<file path="src/rtl/alu_sequencer.sv">
// alu_sequencer
// -----------------------------------------------------------------------------
// Register-file front end for a combinational WIDTH-bit ALU. It accepts one
// command at a time over a valid/ready handshake. It reads operand A from
// R[rd] and operand B from R[rs] or an immediate. It presents the operands and
// the control code to the ALU, writes the returned result into R[rd], and
// returns a result beat over a second valid/ready handshake.
//
// Each command runs as IDLE (accept) -> EXEC (ALU sample, R[rd] write) ->
// RESP (result beat held until res_ready).
//
// Optional feature macro: ALU_SEQ_STICKY_CARRY_EN
//   defined   : sticky_carry accumulates ADD/SUB carries. CLRF (1110) clears it
//               and returns 0 / carry 0 / zero 1.
//   undefined : sticky_carry is tied 0. CLRF is an ordinary unsupported code.
//
// Ports
//   clk, rst_n        clock (rising edge), asynchronous active-low reset
//   cmd_valid/ready   command handshake
//   cmd_op            operation code
//   cmd_rd            destination register, also the operand A source
//   cmd_rs            operand B register
//   cmd_use_imm       1 selects cmd_imm as operand B
//   cmd_imm           immediate operand
//   alu_a/b/ctrl      operands and control code presented to the ALU
//   alu_out/carry/zero  ALU result, carry and zero flag
//   res_valid/ready   result handshake
//   res_data          result value
//   res_carry         result carry
//   res_zero          result zero flag
//   sticky_carry      accumulated carry (feature-dependent)
// -----------------------------------------------------------------------------
module alu_sequencer #(
   parameter int WIDTH = 6,
   parameter int NREG  = 4
) (
   input  logic             clk,
   input  logic             rst_n,
   input  logic             cmd_valid,
   output logic             cmd_ready,
   input  logic [3:0]       cmd_op,
   input  logic [1:0]       cmd_rd,
   input  logic [1:0]       cmd_rs,
   input  logic             cmd_use_imm,
   input  logic [WIDTH-1:0] cmd_imm,
   output logic [WIDTH-1:0] alu_a,
   output logic [WIDTH-1:0] alu_b,
   output logic [3:0]       alu_ctrl,
   input  logic [WIDTH-1:0] alu_out,
   input  logic             alu_carry,
   input  logic             alu_zero,
   output logic             res_valid,
   input  logic             res_ready,
   output logic [WIDTH-1:0] res_data,
   output logic             res_carry,
   output logic             res_zero,
   output logic             sticky_carry
);

   localparam logic [1:0] S_IDLE = 2'd0;
   localparam logic [1:0] S_EXEC = 2'd1;
   localparam logic [1:0] S_RESP = 2'd2;

   localparam logic [3:0] OP_ADD  = 4'b0010;
   localparam logic [3:0] OP_SUB  = 4'b0110;
   localparam logic [3:0] OP_SLT  = 4'b1000;
   localparam logic [3:0] OP_CLRF = 4'b1110;
   localparam logic [3:0] OP_LOAD = 4'b1111;

   logic [1:0]       r_state;
   logic [3:0]       r_op;
   logic [1:0]       r_rd;
   logic [WIDTH-1:0] r_a;
   logic [WIDTH-1:0] r_b;
   logic [3:0]       r_ctrl;
   logic [WIDTH-1:0] r_regs [NREG];
   logic [WIDTH-1:0] r_res_data;
   logic             r_res_carry;
   logic             r_res_zero;

   logic [WIDTH-1:0] w_b;
   logic [WIDTH-1:0] w_res_data;
   logic             w_res_carry;
   logic             w_res_zero;

   assign w_b = cmd_use_imm ? cmd_imm : r_regs[cmd_rs];

   // Result selection during EXEC. Codes 0000..1000 come from the ALU.
   // LOAD bypasses the ALU. CLRF and unsupported codes fall through to the
   // defaults: 0, carry 0, zero 1.
   always_comb begin
      w_res_data  = '0;
      w_res_carry = 1'b0;
      w_res_zero  = 1'b1;
      if (r_op == OP_LOAD) begin
         w_res_data = r_b;
         w_res_zero = (r_b == '0);
      end else if (r_op <= OP_SLT) begin
         w_res_data  = alu_out;
         w_res_carry = alu_carry;
         w_res_zero  = alu_zero;
      end
   end

   always_ff @(posedge clk or negedge rst_n) begin
      if (!rst_n) begin
         r_state     <= S_IDLE;
         r_op        <= '0;
         r_rd        <= '0;
         r_a         <= '0;
         r_b         <= '0;
         r_ctrl      <= '0;
         r_res_data  <= '0;
         r_res_carry <= 1'b0;
         r_res_zero  <= 1'b0;
         for (int i = 0; i < NREG; i++) r_regs[i] <= '0;
      end else begin
         case (r_state)
            S_IDLE: begin
               if (cmd_valid) begin
                  // Both operands are read here, before any write, so
                  // rd == rs sees the pre-operation value on A and B.
                  r_op    <= cmd_op;
                  r_rd    <= cmd_rd;
                  r_a     <= r_regs[cmd_rd];
                  r_b     <= w_b;
                  r_ctrl  <= (cmd_op == OP_LOAD) ? 4'b0000 : cmd_op;
                  r_state <= S_EXEC;
               end
            end
            S_EXEC: begin
               r_res_data   <= w_res_data;
               r_res_carry  <= w_res_carry;
               r_res_zero   <= w_res_zero;
               r_regs[r_rd] <= w_res_data;
               r_state      <= S_RESP;
            end
            S_RESP: begin
               if (res_ready) r_state <= S_IDLE;
            end
            default: r_state <= S_IDLE;
         endcase
      end
   end

`ifdef ALU_SEQ_STICKY_CARRY_EN
   logic r_sticky;

   always_ff @(posedge clk or negedge rst_n) begin
      if (!rst_n) begin
         r_sticky <= 1'b0;
      end else if (r_state == S_EXEC) begin
         if (r_op == OP_CLRF)
            r_sticky <= 1'b0;
         else if ((r_op == OP_ADD || r_op == OP_SUB) && alu_carry)
            r_sticky <= 1'b1;
      end
   end

   assign sticky_carry = r_sticky;
`else
   assign sticky_carry = 1'b0;
`endif

   // The operand latches drive the ALU directly. They hold outside EXEC,
   // which is harmless because the ALU is combinational.
   assign alu_a     = r_a;
   assign alu_b     = r_b;
   assign alu_ctrl  = r_ctrl;
   assign cmd_ready = (r_state == S_IDLE);
   assign res_valid = (r_state == S_RESP);
   assign res_data  = r_res_data;
   assign res_carry = r_res_carry;
   assign res_zero  = r_res_zero;

endmodule
</file>
<file path="config.mk">
export PLATFORM = sky130hd
export DESIGN_NAME = alu_sequencer
export DESIGN_NICKNAME = d
export VERILOG_FILES = /design/src/rtl/alu_sequencer.sv
export SDC_FILE = /design/constraint.sdc
export NUM_CORES = 1
export LEC_CHECK = 0
export ABC_CLOCK_PERIOD_IN_PS = 4920
export CORE_ASPECT_RATIO = 2
export CORE_MARGIN = 4
export CORE_UTILIZATION = 32
export DETAILED_ROUTE_END_ITERATION = 10
export PLACE_DENSITY = 0.65
export SYNTH_ARGS = -nofsm -noshare
export SYNTH_HDL_FRONTEND = slang
export SYNTH_SLANG_ARGS = --single-unit
</file>
<file path="constraint.sdc">
create_clock -name clk -period 4.92 [get_ports clk]
set_clock_uncertainty 0.1 [all_clocks]
set_input_delay 0.984 -clock clk [delete_from_list [all_inputs] [get_ports clk]]
set_output_delay 0.984 -clock clk [all_outputs]
set_load 0.03 [all_outputs]
</file>
[Yosys cells after proc, flatten, opt, wreduce, memory -nomap -nowiden]
Index checks and enable logic that the tools add are counted.
Cells by class
  add/sub/neg operators: 0
  reduce and logical (&&, ||, !) cells: 5
  div/mod/pow operators: 0
  multiply operators: 0
  shifts and indexed selects: 0
  multiplexer cells: 20
  magnitude comparators: 5
  equal/unequal tests: 6
  bitwise operators: 3
Operators by type and width (count)
  $mux W6: 8
  $bmux W6 S2: 2
  $bwmux W24: 1
  $demux W6 S2: 1
  $ge A3 B3 Y1 const B: 3
  $not A2 Y3: 3
  $eq A4 B4 Y1 const B: 2
  $logic_not A6 Y1: 1
  $pmux W2 S3: 1
  $le A4 B4 Y1 const B: 1
  $mux W1: 4
  $mux W2: 2
  $mux W4: 1
  $reduce_and A2 Y1: 2
  $lt A3 B1 Y1 const B: 1
  $eq A2 B1 Y1 const B: 1
  $eq A2 B2 Y1 const B: 1
  $logic_not A2 Y1: 1
  $ne A2 B1 Y1 const B: 1
  $ne A2 B2 Y1 const B: 1
  $logic_and A1 B1 Y1: 1
Storage, ports and cells
  memories: 0
  input port bits: 27
  bits in latches: 0
  bits in read-only memories: 0
  output and inout port bits: 27
  bits in writable memories: 0
  bits in registers: 56
  logic and storage cells: 52

[Logic depth before layout (Yosys ltp)]
Gate-level depths: netlist of run 1.
  depth after elaboration: 6
  gate-level depth with buffers: 5
  mapped depth without buffers: 3

[Least setup slack after synthesis of run 1]
No wires, ideal clock.
  kind: input to register
  start: in cmd_rd[0]
  end: reg r_a[5] (netlist: alu_a[5])
  setup slack: 2.756 ns
  library setup time: 0.125 ns
  stages on the path: 3
  arrival time: 1.939 ns
  buffers on the path: 1
  data required time: 4.695 ns
  path through: buf_2 > mux4_2 > mux2_2
On the way
  word-level cells in the longest chain between the ends: 4
RTL lines
  from (decl): RTL line 42  | input logic [1:0] cmd_rd,
  $not A2 Y3 (not written as such): RTL line 125  | r_a <= r_regs[cmd_rd];
  $bmux W6 S2: RTL line 125
  $mux W6 (not written as such) (2 in series): RTL line 125
  to (signal assigned): RTL line 125
  to (decl): RTL line 73  | logic [WIDTH-1:0] r_a;
Every way passes these cells. The select of a mux whose other input is x is not followed.
A chain may end at the register's enable or synchronous reset.

[Final worst setup path of run 1]
  start: reg r_state[0]
  end: out res_valid
On the way
  word-level cells in the longest chain between the ends: 1
RTL lines
  from (decl): RTL line 70  | logic [1:0] r_state;
  from (signal assigned): RTL line 107  | r_state <= S_IDLE;
  from (signal assigned): RTL line 128  | r_state <= S_EXEC;
  from (signal assigned): RTL line 136  | r_state <= S_RESP;
  $eq A2 B2 Y1: RTL line 171  | assign res_valid = (r_state == S_RESP);
  to (decl): RTL line 52  | output logic res_valid,
Every way passes these cells.

==> flow_summary.json, run 1 <==
{
  "rows": 45,
  "setup_slack_ps": 2130,
  "vias": 1788,
  "holdWs_ps": 381,
  "worst_slew_pin_slew_ps": 1000,
  "syn_inst": 216,
  "clkTransAtPathRegs_ps": 70,
  "maxCapViolCount": 0,
  "drtIter0Drc": 87,
  "grt_remaining_overflow": 0,
  "stdcell_area_um2": 3290,
  "place_congestion": 0.740,
  "cts_setup_buffers": 0,
  "synth_cell_types": 26,
  "first_pass_iters": 4,
  "cts_buffer_depth": 2,
  "ys_seq_area_share_pct": 55.1,
  "wl_per_cell_um": 16.2,
  "vias_per_cell": 4.99,
  "grt_pass1_vias": 1926,
  "slew_violations": 0,
  "grt_max_degree": 57,
  "hold_class": "register to register",
  "final-hold-violation-count": 0,
  "routed_wl_mm": 5.82,
  "netlist_area_um2": 2540,
  "dp_hpwl_mm": 4.43,
  "stdcell_count": 358,
  "clock-sinks": 56,
  "cp_top_family": "buffers and inverters",
  "cp_cell_sequence": "nand2b_1, inv_1, clkdlybuf4s50_1",
  "fin_crit_sh_pct": 56.6,
  "pin_count": 54,
  "layout_common_cells": "dfrtp_1 (56), clkdlybuf4s50_1 (51), nor2_1 (25)",
  "drive_above_1_share_pct": 15.5,
  "antenna_found_initial": 0,
  "htree_levels": 2,
  "place_area_um2": 3130,
  "synth_warnings": 0,
  "worstPathRequired_ps": 3840,
  "dp.cells": 350,
  "nets": 290,
  "cts_resized": 0,
  "fp.dieArea_um2": 9520,
  "numCtsBuffers": 5,
  "coreArea_um2": 7660,
  "remaining_drc_errors": 0,
  "mostFrequentLayoutCell": "dfrtp_1",
  "cp-start-kind": "register",
  "slowest_stage": "clkdlybuf4s50_1",
  "clockRootBuffer": "clkbuf_16",
  "outcome": "finished, final reports clean",
  "slowest_delay_ps": 660,
  "die_w_um": 71.0,
  "place_ws_ps": 2020,
  "grt_pass1_wl_mm": 9.80,
  "setup_viol": 0,
  "critPathCaptureType": "primary output",
  "diodes": 0,
  "clock_latency_ps": 290,
  "initial_core_util_pct": 33.2,
  "arrival_ps": 1700,
  "rsz0062_at_grt": "no",
  "fin_setup_tns_ps": 0,
  "port_buffers": 52,
  "syn2layout_area_growth_pct": 29.5,
  "die_y_um": 134,
  "p_leak_nw": 1.32,
  "grt.total_usage_pct": 13.4,
  "syn-num-nets": 243,
  "crit_fanout": 8,
  "drtAntennaViolNets": 0,
  "cp_num_buf_inv": 2,
  "maxSlewHeadroom_pct": 33.1,
  "fmax_ghz": 0.359,
  "path_class": "register to primary output",
  "hold_buffers": 0,
  "vdd_drop_max_uv": 175,
  "synth.avg_cell_area_um2": 11.8,
  "ys_ff_latch": 56,
  "fin_crit_ps": 2790,
  "power_density_nw_per_um2": 667,
  "cts_tree": "yes"
}
==> synth_stat cells <==
cell       n  area [um2]
o31a_1     1        8.76
mux2i_1    6        60.1
nand3_1    8        40.0
o21ai_0   18        90.1
clkbuf_1   4        15.0
buf_1      2        7.51
buf_2      8        40.0
o31ai_2    2        25.0
a21oi_1   24         120
a22oi_1    6        45.0
mux4_2    12         270
nand2_1   15        56.3
nand4b_1   1        8.76
inv_1      5        18.8
and4_1     1        8.76
nor2_1    25        93.8
and4bb_2   2        25.0
dfrtp_1   56        1400
conb_1     1        3.75
nor3b_4    1        18.8
mux2_2    12         135
or4_1      1        7.51
nor4b_2    1        15.0
nor2b_1    1        6.26
buf_4      1        7.51
nand2b_1   2        12.5
==> stage by stage <==
stage | utilization, % | power [mW]
after CTS | 43.0 | 2.22
after detailed placement | 40.8 | 1.81
after global routing | 43.0 | 2.35
final | 43.0 | 2.19
after global placement | 40.8 | 1.78
after floorplan | - | 1.45
==> sequential cells by signal, summed over array words and instances (netlist names) <==
register,cells
alu_ctrl,4
r_op,4
res_data,6
res_zero,1
r_state,2
alu_b,6
r_regs,24
r_rd,2
res_carry,1
alu_a,6
==> logic make-up after synthesis <==
group           count (synthesis)  synth area share [%]
other cells                     1                 0.148
simple gates                   58                  11.5
compound gates                 51                  11.4
flops                          56                  55.1
buf+inv                        20                  3.50
mux                            30                  18.3
==> final timing paths <==
path                            cells past startpoint  slack (ps)   startpoint     endpoint
worst max-delay path                                3        2130   r_state[0]    res_valid
worst min-delay path                                2         380  res_data[5]  res_data[5]
worst max register to register                      4        2930   r_state[0]     alu_b[4]
worst min register to register                      2         380  res_data[5]  res_data[5]
max in group asynchronous                           2        3540        rst_n   r_regs[16]
min in group asynchronous                           2         710        rst_n   r_state[0]
==> worst min-delay path, delay by kind of cell, from the launching register on <==
family	cells	cell delay, ps
simple gates	1	40
flops	1	340
compound gates	1	60
==> power by group <==
part           internal (mW)  leakage [nW]  switching (mW)
Combinational          0.439         0.595           0.509
Sequential             0.679         0.647           0.170
Clock                  0.240        0.0808           0.158
==> area by class of cell <==
cell class / instances / area [um2]
fill: 773 / 4370
multi-input combinational: 140 / 1050
clock buffer: 6 / 129
sequential: 56 / 1400
clock inverter: 2 / 35.0
tap: 94 / 118
timing repair buffer: 55 / 538
inverter: 5 / 18.8
==> per-layer routing <==
| layer | GRT usage, % | share of wire, % | vias up |
|---|---|---|---|
| met2 | 24.4 | 58 | 34 |
| met3 | 2.85 | 3.7 | 9 |
| met5 | 0 | 0 | - |
| met1 | 14.3 | 36 | 882 |
| met4 | 6.80 | 2.5 | 0 |
| li1 | - | - | 863 |
Power figures use the tool's default switching activity.
==> inputs of run 2 (changes only) <==
--- a/config.mk
+++ b/config.mk
@@ -5,7 +5,7 @@
 export SDC_FILE = /design/constraint.sdc
 export NUM_CORES = 1
 export LEC_CHECK = 0
-export ABC_CLOCK_PERIOD_IN_PS = 4920
+export ABC_CLOCK_PERIOD_IN_PS = 2570
 export CORE_ASPECT_RATIO = 2
 export CORE_MARGIN = 4
 export CORE_UTILIZATION = 32
==> constraint.sdc (replaced) <==
create_clock -name clk -period 2.57 [get_ports clk]
set_clock_uncertainty 0.1 [all_clocks]
set_input_delay 0.514 -clock clk [delete_from_list [all_inputs] [get_ports clk]]
set_output_delay 0.514 -clock clk [all_outputs]
set_load 0.03 [all_outputs]
==> flow_summary.json, run 2 (synthesis gave the netlist of run 1 again) <==
{
  "clock_latency_ps": 300,
  "clock-sinks": 56,
  "fin_crit_sh_pct": 90.4,
  "syn2layout_area_growth_pct": 30.0,
  "wl_per_cell_um": 16.4,
  "regMostFlops": "r_regs",
  "cts_buffer_depth": 2,
  "power_density_nw_per_um2": 1250,
  "htree_levels": 2,
  "pin_count": 54,
  "antenna_found_initial": 0,
  "fin_crit_ps": 2320,
  "hold_buffers": 0,
  "critPathCaptureType": "primary output",
  "cts_setup_buffers": 0,
  "setup_viol": 0,
  "vias_per_cell": 4.97,
  "nets": 292,
  "port_buffers": 52,
  "grt_max_degree": 34,
  "initial_core_util_pct": 33.2,
  "power_mw": 4.14,
  "place_congestion": 0.766,
  "outcome": "finished, final reports clean",
  "worstPathRequired_ps": 1960,
  "stdcell_area_um2": 3300,
  "crit_fanout": 8,
  "coreArea_um2": 7660,
  "dp_hpwl_mm": 4.53,
  "fillCellCount": 748,
  "vdd_drop_max_uv": 403,
  "largest_reg_flops": 24,
  "final_util_pct": 43.1,
  "diodes": 0,
  "drtIter0Drc": 119,
  "routed_wl_mm": 5.89,
  "first_pass_iters": 4,
  "die_w_um": 71.0,
  "drive_above_1_share_pct": 16.5,
  "drtAntennaViolNets": 0,
  "hold_class": "input port to asynchronous set/reset pin",
  "clockRootBuffer": "clkbuf_16",
  "grt_pass1_vias": 1928,
  "final-hold-violation-count": 0,
  "grt_remaining_overflow": 0,
  "die_y_um": 134,
  "vias": 1788,
  "cts_tree": "yes",
  "grt.total_usage_pct": 13.5,
  "numCtsBuffers": 5,
  "fp.dieArea_um2": 9520,
  "mostFrequentLayoutCell": "dfrtp_1",
  "p_leak_nw": 1.32,
  "worst_slew_pin_slew_ps": 671,
  "fmax_ghz": 0.430,
  "place_area_um2": 3150,
  "cp-start-kind": "register",
  "clkTransAtPathRegs_ps": 70,
  "layout_common_cells": "dfrtp_1 (56), clkdlybuf4s50_1 (51), nor2_1 (25)",
  "fin_setup_tns_ps": 0,
  "path_class": "register to primary output",
  "maxCapViolCount": 0,
  "slew_violations": 0,
  "cts_resized": 0,
  "rsz0062_at_grt": "no",
  "arrival_ps": 1710,
  "maxSlewHeadroom_pct": 55.0,
  "remaining_drc_errors": 0,
  "grt_pass1_wl_mm": 10.0,
  "rows": 45
}
==> run 2: cell type report <==
class	instances	area (um2)	area share [%]
repair buffers	57	566	17.1
multi-input cells	140	1050	31.8
well taps	94	118	3.56
clock inverters	3	23.8	0.720
inverters	5	18.8	0.568
clock buffers	5	125	3.79
flip-flops and latches	56	1400	42.4
==> run 2: where the power goes <==
part / total (mW) / internal [mW] / switching, mW
clock network: 0.685 / 0.363 / 0.322
registers: 1.64 / 1.30 / 0.338
logic: 1.81 / 0.852 / 0.962
total: 4.14 / 2.51 / 1.62
==> run 2: worst max-delay path, cell delays in order, from the launching register on <==
cell and delay (ps):
dfrtp_1 480, nand2b_1 200, inv_1 60, clkdlybuf4s50_1 670
==> run 2: worst paths after layout <==
| check | end | start | slack (ps) | cells past startpoint |
|---|---|---|---|---|
| max in group asynchronous | alu_b[1] | rst_n | 1510 | 2 |
| setup reg to reg | r_regs[2] | r_op[0] | 760 | 3 |
| setup / recovery | res_valid | r_state[0] | 250 | 3 |
| min in group clk | res_data[5] | res_data[5] | 400 | 2 |
| hold reg to reg | res_data[5] | res_data[5] | 400 | 2 |
| hold / removal | r_state[1] | rst_n | 110 | 1 |
==> run 2: per-layer routing <==
metal / routed length [um] / global-route usage (%)
met3: 259 / 2.78
met1: 2170 / 15.0
met4: 123 / 5.65
met2: 3340 / 24.5
met5: 0 / 0
==> run 2: through the flow <==
| stage | hold slack (ps) | std cells | setup slack (ps) |
|---|---|---|---|
| global route | 175 | 360 | 191 |
| floorplan | 118 | 216 | 876 |
| detailed placement | 381 | 352 | 212 |
| finish | 113 | 360 | 247 |
| global placement | 364 | 352 | 238 |
| CTS | 132 | 360 | 245 |
